## src/rtl/decode_pkg.sv

```systemverilog
// Shared opcode map, class encodings, fetch-bundle layout and decoded-bundle
// type for the instruction-decode stage.
package decode_pkg;

    localparam logic [5:0] OP_RTYPE = 6'h00;
    localparam logic [5:0] OP_J     = 6'h02;
    localparam logic [5:0] OP_JAL   = 6'h03;
    localparam logic [5:0] OP_BEQ   = 6'h04;
    localparam logic [5:0] OP_BNE   = 6'h05;
    localparam logic [5:0] OP_ADDI  = 6'h08;
    localparam logic [5:0] OP_ADDIU = 6'h09;
    localparam logic [5:0] OP_SLTI  = 6'h0A;
    localparam logic [5:0] OP_ANDI  = 6'h0C;
    localparam logic [5:0] OP_ORI   = 6'h0D;
    localparam logic [5:0] OP_XORI  = 6'h0E;
    localparam logic [5:0] OP_LUI   = 6'h0F;
    localparam logic [5:0] OP_LW    = 6'h23;
    localparam logic [5:0] OP_SW    = 6'h2B;

    localparam logic [1:0] CLS_R   = 2'd0;
    localparam logic [1:0] CLS_I   = 2'd1;
    localparam logic [1:0] CLS_J   = 2'd2;
    localparam logic [1:0] CLS_BAD = 2'd3;

    localparam int FB_W        = 67;
    localparam int FB_VALID    = 66;
    localparam int FB_PC_HI    = 65;
    localparam int FB_PC_LO    = 61;
    localparam int FB_INSTR_HI = 60;
    localparam int FB_INSTR_LO = 29;
    localparam int FB_RSVD_HI  = 28;

    typedef struct packed {
        logic [5:0]  opcode;
        logic [4:0]  rs;
        logic [4:0]  rt;
        logic [4:0]  rd;
        logic [4:0]  shamt;
        logic [5:0]  funct;
        logic [31:0] imm;
        logic [1:0]  cls;
        logic        illegal;
    } dec_bundle_t;

    function automatic logic [31:0] sext16(input logic [15:0] v);
        return {{16{v[15]}}, v};
    endfunction

endpackage

```

## src/rtl/decode_fields.sv

```systemverilog
// Combinational instruction splitter: classifies the opcode and builds the
// extended immediate for one 32-bit instruction.
module decode_fields
    import decode_pkg::*;
(
    input  logic [31:0]  instr,
    output dec_bundle_t  fields
);

    // Field extraction with opcode-dependent class, rd masking and immediate
    always_comb begin
        fields         = '0;
        fields.opcode  = instr[31:26];
        fields.rs      = instr[25:21];
        fields.rt      = instr[20:16];
        fields.shamt   = instr[10:6];
        fields.funct   = instr[5:0];
        case (instr[31:26])
            OP_RTYPE: begin
                fields.cls = CLS_R;
                fields.rd  = instr[15:11];
            end
            OP_J, OP_JAL: begin
                fields.cls = CLS_J;
                fields.imm = {6'h00, instr[25:0]};
            end
            OP_ANDI, OP_ORI, OP_XORI: begin
                fields.cls = CLS_I;
                fields.imm = {16'h0000, instr[15:0]};
            end
            OP_LUI: begin
                fields.cls = CLS_I;
                fields.imm = {instr[15:0], 16'h0000};
            end
            OP_BEQ, OP_BNE, OP_ADDI, OP_ADDIU, OP_SLTI, OP_LW, OP_SW: begin
                fields.cls = CLS_I;
                fields.imm = sext16(instr[15:0]);
            end
            default: begin
                fields.cls     = CLS_BAD;
                fields.illegal = 1'b1;
            end
        endcase
    end

endmodule

```

## src/rtl/decode_stage.sv

```systemverilog
// Decode stage: decodes fetch bundles at push time into a small skid FIFO and
// presents the head entry to execute from registers under valid/ready.
module decode_stage
    import decode_pkg::*;
#(
    parameter int DEPTH = 2,
    parameter int CNT_W = 16
) (
    input  logic              clk,
    input  logic              rst,
    input  logic [FB_W-1:0]   fetch_in,
    output logic              fetch_ready,
    input  logic              flush,
    output logic              dec_valid,
    input  logic              dec_ready,
    output logic [4:0]        dec_pc,
    output logic [5:0]        dec_opcode,
    output logic [4:0]        dec_rs,
    output logic [4:0]        dec_rt,
    output logic [4:0]        dec_rd,
    output logic [4:0]        dec_shamt,
    output logic [5:0]        dec_funct,
    output logic [31:0]       dec_imm,
    output logic [1:0]        dec_class,
    output logic              dec_illegal,
    output logic [CNT_W-1:0]  instr_count
);

    localparam int PTR_W = $clog2(DEPTH);
    localparam int CW    = PTR_W + 1;
    localparam logic [CW-1:0] FULL_CNT = CW'(DEPTH);

    dec_bundle_t        decoded_s;
    dec_bundle_t        mem_r [DEPTH];
    logic [4:0]         mem_pc_r [DEPTH];
    dec_bundle_t        head_r, head_n_s;
    logic [4:0]         head_pc_r, head_pc_n_s;
    logic [PTR_W-1:0]   rd_ptr_r, wr_ptr_r, rd_ptr_n_s, wr_ptr_n_s;
    logic [CW-1:0]      count_r, count_n_s;
    logic               valid_r, ready_r;
    logic [CNT_W-1:0]   instr_count_r;
    logic               push_s, pop_s;
    logic               unused_rsvd_s;

    // Reserved bundle bits are deliberately never looked at
    assign unused_rsvd_s = ^fetch_in[FB_RSVD_HI:0];

    decode_fields u_fields (
        .instr  (fetch_in[FB_INSTR_HI:FB_INSTR_LO]),
        .fields (decoded_s)
    );

    assign push_s = fetch_in[FB_VALID] & ready_r & ~flush;
    assign pop_s  = valid_r & dec_ready & ~flush;

    // Next pointers/count and the entry that becomes head after this edge
    always_comb begin
        rd_ptr_n_s  = rd_ptr_r;
        wr_ptr_n_s  = wr_ptr_r;
        count_n_s   = count_r;
        head_n_s    = head_r;
        head_pc_n_s = head_pc_r;
        if (flush) begin
            rd_ptr_n_s = '0;
            wr_ptr_n_s = '0;
            count_n_s  = '0;
        end else begin
            rd_ptr_n_s = rd_ptr_r + PTR_W'(pop_s);
            wr_ptr_n_s = wr_ptr_r + PTR_W'(push_s);
            count_n_s  = count_r + CW'(push_s) - CW'(pop_s);
        end
        // A bundle written into the slot that becomes head bypasses storage
        if (count_n_s == '0) begin
            head_n_s    = head_r;
            head_pc_n_s = head_pc_r;
        end else if (push_s && (wr_ptr_r == rd_ptr_n_s)) begin
            head_n_s    = decoded_s;
            head_pc_n_s = fetch_in[FB_PC_HI:FB_PC_LO];
        end else begin
            head_n_s    = mem_r[rd_ptr_n_s];
            head_pc_n_s = mem_pc_r[rd_ptr_n_s];
        end
    end

    // Control state, registered head view and retired-instruction counter
    always_ff @(posedge clk) begin
        if (rst) begin
            rd_ptr_r      <= '0;
            wr_ptr_r      <= '0;
            count_r       <= '0;
            valid_r       <= 1'b0;
            ready_r       <= 1'b1;
            head_r        <= '0;
            head_pc_r     <= 5'd0;
            instr_count_r <= '0;
        end else begin
            rd_ptr_r  <= rd_ptr_n_s;
            wr_ptr_r  <= wr_ptr_n_s;
            count_r   <= count_n_s;
            valid_r   <= (count_n_s != '0);
            ready_r   <= (count_n_s < FULL_CNT);
            head_r    <= head_n_s;
            head_pc_r <= head_pc_n_s;
            if (pop_s && (instr_count_r != {CNT_W{1'b1}})) begin
                instr_count_r <= instr_count_r + CNT_W'(1);
            end else begin
                instr_count_r <= instr_count_r;
            end
        end
    end

    // FIFO storage; flush only rewinds pointers, contents are kept
    always_ff @(posedge clk) begin
        if (rst) begin
            for (int i = 0; i < DEPTH; i++) begin
                mem_r[i]    <= '0;
                mem_pc_r[i] <= 5'd0;
            end
        end else if (push_s) begin
            mem_r[wr_ptr_r]    <= decoded_s;
            mem_pc_r[wr_ptr_r] <= fetch_in[FB_PC_HI:FB_PC_LO];
        end else begin
            mem_r[wr_ptr_r]    <= mem_r[wr_ptr_r];
            mem_pc_r[wr_ptr_r] <= mem_pc_r[wr_ptr_r];
        end
    end

    assign fetch_ready = ready_r;
    assign dec_valid   = valid_r;
    assign dec_pc      = head_pc_r;
    assign dec_opcode  = head_r.opcode;
    assign dec_rs      = head_r.rs;
    assign dec_rt      = head_r.rt;
    assign dec_rd      = head_r.rd;
    assign dec_shamt   = head_r.shamt;
    assign dec_funct   = head_r.funct;
    assign dec_imm     = head_r.imm;
    assign dec_class   = head_r.cls;
    assign dec_illegal = head_r.illegal;
    assign instr_count = instr_count_r;

endmodule

```

## config.mk

```make
export PLATFORM = sky130hd
export DESIGN_NAME = decode_stage
export DESIGN_NICKNAME = d
export VERILOG_FILES = /design/src/rtl/decode_pkg.sv /design/src/rtl/decode_fields.sv /design/src/rtl/decode_stage.sv
export SDC_FILE = /design/constraint.sdc
export NUM_CORES = 1
export LEC_CHECK = 0
export CAP_MARGIN = 15
export CORE_UTILIZATION = 55
export DETAILED_ROUTE_END_ITERATION = 8
export PLACE_DENSITY = 0.9
export SYNTH_ARGS = -nofsm -noshare
export SYNTH_HDL_FRONTEND = slang
export SYNTH_HIERARCHICAL = 1
export SYNTH_SLANG_ARGS = --single-unit
```

## constraint.sdc

```tcl
create_clock -name clk -period 6.41 [get_ports clk]
set_input_delay 0.641 -clock clk [delete_from_list [all_inputs] [get_ports clk]]
set_output_delay 0.641 -clock clk [all_outputs]
set_load 0.005 [all_outputs]
```

# After elaboration in Yosys (flattened, before gate mapping)

Memories as Yosys holds them, arrays and structs flattened. A register that Yosys moved wholly into a read port is not among the register bits.
Index checks and enable logic that the tools add are counted.

Eq/ne operators: 15
Order comparisons: 1
Reductions and logical operators: 15
Bitwise logic cells: 7
Multiplexer cells: 22
Add/subtract/negate cells: 5

Operator list:

| operator              | number |
|---|---|
| $mux 67               | 2 |
| $pmux 32 s4           | 1 |
| $reduce_or 67->1      | 1 |
| $eq 6x4->1 const B    | 7 |
| $add 16x1->16 const B | 1 |
| $ne 16x16->1 const B  | 1 |
| $mux 5                | 3 |
| $mux 1                | 14 |
| $reduce_or 14->1      | 1 |
| $eq 6x2->1 const B    | 2 |
| $eq 6x3->1 const B    | 2 |
| $eq 6x6->1 const B    | 2 |
| $reduce_or 11->1      | 1 |
| $reduce_or 7->1       | 1 |
| $logic_not 6->1       | 1 |
| $pmux 2 s3            | 1 |
| $reduce_or 5->1       | 1 |
| $and 1x1->1           | 4 |
| $reduce_or 2->1       | 2 |
| $reduce_or 3->1       | 1 |
| $add 1x1->1           | 2 |
| $add 2x1->2           | 1 |
| $logic_not 1->1       | 2 |
| $logic_not 2->1       | 1 |
| 9 further kinds       | 10 |

Logic and storage cells: 73
Output and inout port bits: 90
Bits in writable memories: 144
Input bits: 71
Bits in registers: 22
Memories kept: 2

Memories:

| memory   | depth | bits a word | rd ports | clocked after Yosys merged registers in | write ports | RTL line           | RTL |
|---|---|---|---|---|---|---|---|
| mem_r    | 2     | 67          | 1        | 1                                       | 2           | decode_stage.sv:34 | `dec_bundle_t mem_r [DEPTH];` |
| mem_pc_r | 2     | 5           | 1        | 1                                       | 2           | decode_stage.sv:35 | `logic [4:0] mem_pc_r [DEPTH];` |

# Logic depth before layout (Yosys ltp)

Depth in word-level cells: 9
Gate-level depth with buffers: 13
Mapped depth without buffers: 11

# Cells and area by module

The synthesis kept the hierarchy.

Modules (own cells, without submodules):

| module        | cells an instance | instances | seq. area each (um^2) | area an instance (um^2) |
|---|---|---|---|---|
| decode_stage  | 915               | 1         | 6206.0                | 10211.0 |
| decode_fields | 118               | 1         | 0.0                   | 778.2 |

# Least setup slack after synthesis

Ideal clock, no wire load.

Kind: input port to flip-flop
Start: input flush
End: memory mem_pc_r[0][0], enable pin
Stages: 3
Slack: 1.581 ns
Setup time: 0.517 ns
Path buffers: 1
Arrival time: 4.312 ns
Data required time: 5.893 ns
Path through: buf_6 -> nand3b_4 -> o21bai_1

RTL lines:

| element            | RTL line           | RTL |
|---|---|---|
| start: declaration | decode_stage.sv:13 | `input logic flush,` |
| end: declaration   | decode_stage.sv:35 |  |

# Worst setup path after layout

Start: input flush
End: register, netlist name dec_imm[8]

Word-level cells in the longest chain between the ends: 7
Elaborated cells between the ends (all ways): 10
Those cells by class: 3 x add/sub; 2 x mux; 3 x bitwise; 2 x reduce/logical

RTL lines:

| element                   | RTL line                               | RTL |
|---|---|---|
| $not 1->1                 | decode_stage.sv:53, decode_stage.sv:54 |  |
| $and 1x1->1               | decode_stage.sv:53                     | `assign push_s = fetch_in[FB_VALID] & ready_r & ~flush;` |
| $add 2x1->2               | decode_stage.sv:70                     | `count_n_s = count_r + CW'(push_s) - CW'(pop_s);` |
| $sub 2x1->2               | decode_stage.sv:70                     |  |
| $mux 2                    | decode_stage.sv:63                     | `if (flush) begin` |
| $logic_not 2->1           | decode_stage.sv:73                     | `if (count_n_s == '0) begin` |
| $logic_not 1->1 (no line) | --                                     |  |

Parallel ways exist; a longest one is shown, timed or not.
A chain may end at the register's enable or synchronous reset.

==> impl_metrics.env <==
export IMPL_routed_top_layer="met4"
export IMPL_holdCritPathClass="reg2reg"
export IMPL_number_of_antenna_violations_at_the_first_check_in_global_routing=2
export IMPL_cts_hold_fix_buffers=0
export IMPL_critPathSlowestCell="sky130_fd_sc_hd__clkdlybuf4s50_1"
export IMPL_drt_met1_wl_mm=10.4
export IMPL_kind_of_start_point_of_the_critical_path="primary input"
export IMPL_yosys_cell_types_count=60
export IMPL_clock_latency_at_the_later_pin_of_the_worst_skew_pair_ns=0.52
export IMPL_postSynthAreaPerCell_sq_um=10.6
export IMPL_ctsRootBufferMaster="sky130_fd_sc_hd__clkbuf_16"
export IMPL_ys_warnings_count=6
export IMPL_grt_overflow=0
export IMPL_post_route_drc_count=0
export IMPL_layout_filler_cells=1415
export IMPL_floorplan_rows=51
export IMPL_cts_buffers_inserted=24
export IMPL_fin_worst_skew_ns=0.00728
export IMPL_crit_fanout=72
export IMPL_place_gp_congestion=0.840
export IMPL_dp_cells=1332
export IMPL_crit_path_end_kind="flip-flop"
export IMPL_proportion_of_synthesized_chip_area_in_sequential_cells=0.565
export IMPL_wl_per_cell_um=20.4
export IMPL_final_period_minus_worst_setup_slack_ns=3.58
export IMPL_drt_first_pass_iters=5
export IMPL_grt_first_pass_wirelength_mm=42.7
export IMPL_die_height_um=143
export IMPL_fin_nets=1170
export IMPL_timing_final_max_slew_violations=0
export IMPL_proportion_of_layout_cells_with_a_drive_suffix_above_1=0.0664
export IMPL_cp_slowest_stage_delay_ns=0.76
export IMPL_timing_max_cap_violations=0
export IMPL_chipWidth_um=143
export IMPL_dr_wl_met3_mm=2.99
export IMPL_critPathTopFamily="buffers and inverters"
export IMPL_timing_setup_tns_ns=0
export IMPL_syn_num_nets=1107
export IMPL_wirelength_mm=28.1
export IMPL_data_required_time_of_the_critical_path_ns=6.86
export IMPL_clock_tree_from_tritoncts="yes"
export IMPL_avgViaCountPerCell=6.11
export IMPL_area_used_by_sequential_logic_in_the_layout_sq_um=6210
export IMPL_io_pins=161
export IMPL_multi_input_area_sq_um=4200
export IMPL_core_area_sq_um=19500
export IMPL_worst_ep_arrival_time_ns=4.03
export IMPL_buffer_ports_inserted=131
export IMPL_first_global_vias=8108
export IMPL_mappedNetlistArea_sq_um=11000
export IMPL_cts_max_level=1
export IMPL_ant_nets=0
export IMPL_routed_via_count=8423
export IMPL_leakage_power_nw=5.10
export IMPL_drt_initial_drc_count=896
export IMPL_slew_headroom=0.259
export IMPL_finish_cell_count_without_fillers=1379
export IMPL_half_perimeter_wire_length_after_placement_mm=16.2
export IMPL_fmax_ghz=0.280
export IMPL_timing_final_setup_violations=0
export IMPL_route_met2_wl_mm=13.6
export IMPL_grt_usage=0.270
export IMPL_antenna_cells=0
export IMPL_synth_enable_flop_cells=144
export IMPL_ys_flop_type="sky130_fd_sc_hd__edfxtp_1"
export IMPL_cts_buffer_depth=3
export IMPL_initial_utilization=0.563
export IMPL_cts_repair_resize_count=0
export IMPL_peakVddDrop_mv=0.202
export IMPL_area_growth_pct=18.4
export IMPL_proportion_of_synthesized_flip_flops_having_asynchronous_set_or_reset=0
export IMPL_post_cts_setup_buffers=0
export IMPL_grt_max_degree=77
export IMPL_clkSlewWorstSetupHoldPaths_ns=0.06
export IMPL_yosys_reg_bits=238
export IMPL_hold_viol=0
export IMPL_path_class="in2reg"
export IMPL_min_period_over_period=0.558
export IMPL_synthCells=1033
export IMPL_clock_sinks=238
export IMPL_status="complete, no violations"
export IMPL_timing_critical_path_buf_inv=4
export IMPL_die_area_sq_um=20500
export IMPL_worst_slew_pin_slew_ns=1.11
export IMPL_path_cells="clkdlybuf4s50_1, or2_4, inv_1, ha_1, inv_1, ha_1, xnor2_1, xnor2_1, nor2_1, o21ba_2, buf_4, a32o_1"
export IMPL_design_power_total_mw=3.41
export IMPL_p_per_area_nw_per_um2=262
export IMPL_rsz0062_at_grt="no"
cell type report:
cell class,count,share of cell area
Sequential cell,238,0.477
Clock buffer,30,0.0503
Clock inverter,14,0.00885
Inverter,6,0.00173
Multi-Input combinational cell,678,0.323
Timing Repair Buffer,148,0.113
Tap cell,265,0.0255
flip-flops by register name, indices dropped and copies added, names as in the netlist:
| signal | count |
|---|---|
| dec_valid | 1 |
| dec_rd | 5 |
| wr_ptr_r | 1 |
| dec_shamt | 5 |
| fetch_ready | 1 |
| dec_class | 2 |
| dec_pc | 5 |
| count_r | 2 |
| dec_rt | 5 |
| dec_illegal | 1 |
| dec_imm | 32 |
| mem_r | 134 |
| dec_opcode | 6 |
| mem_pc_r | 10 |
| instr_count | 16 |
| dec_rs | 5 |
| rd_ptr_r | 1 |
| dec_funct | 6 |
synthesized netlist by cell type, types with 2 or more instances:
cell,n,share of area
sky130_fd_sc_hd__nand2_1,154,0.053
sky130_fd_sc_hd__edfxtp_1,144,0.39
sky130_fd_sc_hd__nand3_1,95,0.043
sky130_fd_sc_hd__dfxtp_1,94,0.17
sky130_fd_sc_hd__and2_1,79,0.045
sky130_fd_sc_hd__a32o_1,72,0.066
sky130_fd_sc_hd__and3_1,72,0.041
sky130_fd_sc_hd__or2_0,72,0.041
sky130_fd_sc_hd__clkbuf_1,55,0.019
sky130_fd_sc_hd__nor2_1,37,0.013
sky130_fd_sc_hd__buf_4,31,0.021
sky130_fd_sc_hd__xnor2_1,13,0.010
sky130_fd_sc_hd__buf_2,12,0.0055
sky130_fd_sc_hd__a221o_1,10,0.0091
sky130_fd_sc_hd__a21oi_1,8,0.0036
sky130_fd_sc_hd__clkbuf_2,7,0.0032
sky130_fd_sc_hd__nor3_1,7,0.0032
sky130_fd_sc_hd__a21o_1,6,0.0041
sky130_fd_sc_hd__inv_1,6,0.0020
sky130_fd_sc_hd__buf_6,4,0.0041
sky130_fd_sc_hd__nand4_1,4,0.0023
sky130_fd_sc_hd__ha_1,3,0.0034
sky130_fd_sc_hd__nor2b_1,3,0.0017
sky130_fd_sc_hd__a2111oi_0,2,0.0016
sky130_fd_sc_hd__and4_1,2,0.0016
sky130_fd_sc_hd__and4_4,2,0.0020
sky130_fd_sc_hd__buf_1,2,0.00068
sky130_fd_sc_hd__mux2_2,2,0.0020
sky130_fd_sc_hd__o21a_1,2,0.0014
sky130_fd_sc_hd__o21ai_0,2,0.00091
sky130_fd_sc_hd__o21bai_1,2,0.0014
power by group:
part	switching, mW	internal [mW]
Clock	0.569	0.802
Sequential	0.0285	1.69
Combinational	0.184	0.130
final timing paths:
kind / cells past startpoint / to / start / slack [ns]
worst max register to register: 12 / dec_imm[8]$_SDFFE_PP0P_ / dec_valid$_SDFF_PP0_ / 3.25
worst min register to register: 1 / dec_imm[30]$_SDFFE_PP0P_ / dec_imm[30]$_SDFFE_PP0P_ / 0.46
worst max-delay path: 12 / dec_imm[8]$_SDFFE_PP0P_ / flush / 2.83
worst min-delay path: 1 / dec_imm[30]$_SDFFE_PP0P_ / dec_imm[30]$_SDFFE_PP0P_ / 0.46
cells by family after synthesis:
logic type,share of synthesized area
xor+xnor,0.0112
mux,0.00626
compound gates,0.0954
buf+inv,0.0554
fa+ha+maj,0.00342
simple gates,0.264
flops,0.565
worst reg2reg max path, delay by kind of cell (launching register included):
kind | cells | cell delay [ns]
AOI/OAI and AO/OA | 2 | 0.48
and+or+nand+nor | 3 | 0.71
adders and majority gates | 2 | 0.41
xor gates and xnor gates | 2 | 0.26
buffers and inverters | 3 | 0.91
DFF | 1 | 0.32
cell usage in the layout, fill, tap and decap left out, types with 3 or more instances in the layout:
master / netlist / routed
sky130_fd_sc_hd__nand2_1: 154 / 154
sky130_fd_sc_hd__edfxtp_1: 144 / 144
sky130_fd_sc_hd__clkdlybuf4s50_1: 0 / 131
sky130_fd_sc_hd__nand3_1: 95 / 95
sky130_fd_sc_hd__dfxtp_1: 94 / 93
sky130_fd_sc_hd__and2_1: 79 / 79
sky130_fd_sc_hd__or2_0: 72 / 72
sky130_fd_sc_hd__a32o_1: 72 / 72
sky130_fd_sc_hd__and3_1: 72 / 72
sky130_fd_sc_hd__nor2_1: 37 / 37
sky130_fd_sc_hd__clkbuf_16: 0 / 25
sky130_fd_sc_hd__xnor2_1: 13 / 13
sky130_fd_sc_hd__buf_4: 31 / 13
sky130_fd_sc_hd__a221o_1: 10 / 10
sky130_fd_sc_hd__a21oi_1: 8 / 8
sky130_fd_sc_hd__clkinv_2: 0 / 8
sky130_fd_sc_hd__nor3_1: 7 / 7
sky130_fd_sc_hd__inv_1: 6 / 6
sky130_fd_sc_hd__a21o_1: 6 / 6
sky130_fd_sc_hd__nand4_1: 4 / 4
sky130_fd_sc_hd__clkbuf_1: 55 / 4
sky130_fd_sc_hd__clkinv_1: 0 / 4
sky130_fd_sc_hd__nor2b_1: 3 / 3
sky130_fd_sc_hd__ha_1: 3 / 3
sky130_fd_sc_hd__buf_12: 0 / 3
through the flow:
step | hold WS [ns] | setup WS (ns) | util | instance area [sq um]
global placement | 0.448 | 2.51 | 0.625 | 12200
finish | 0.465 | 2.83 | 0.666 | 13000
global route | 0.478 | 2.66 | 0.666 | 13000
detailed placement | 0.454 | 2.40 | 0.625 | 12200
CTS | 0.469 | 2.79 | 0.664 | 13000
floorplan | 0.466 | 1.58 | - | 11000
per-layer routing:
| metal | up-vias | global-route usage |
|---|---|---|
| li1 | 3803 | - |
| met1 | 4059 | 0.345 |
| met2 | 485 | 0.453 |
| met3 | 76 | 0.0487 |
| met4 | 0 | 0.115 |
| met5 | - | 0 |
No activity file was read; power rests on OpenSTA's default activity.
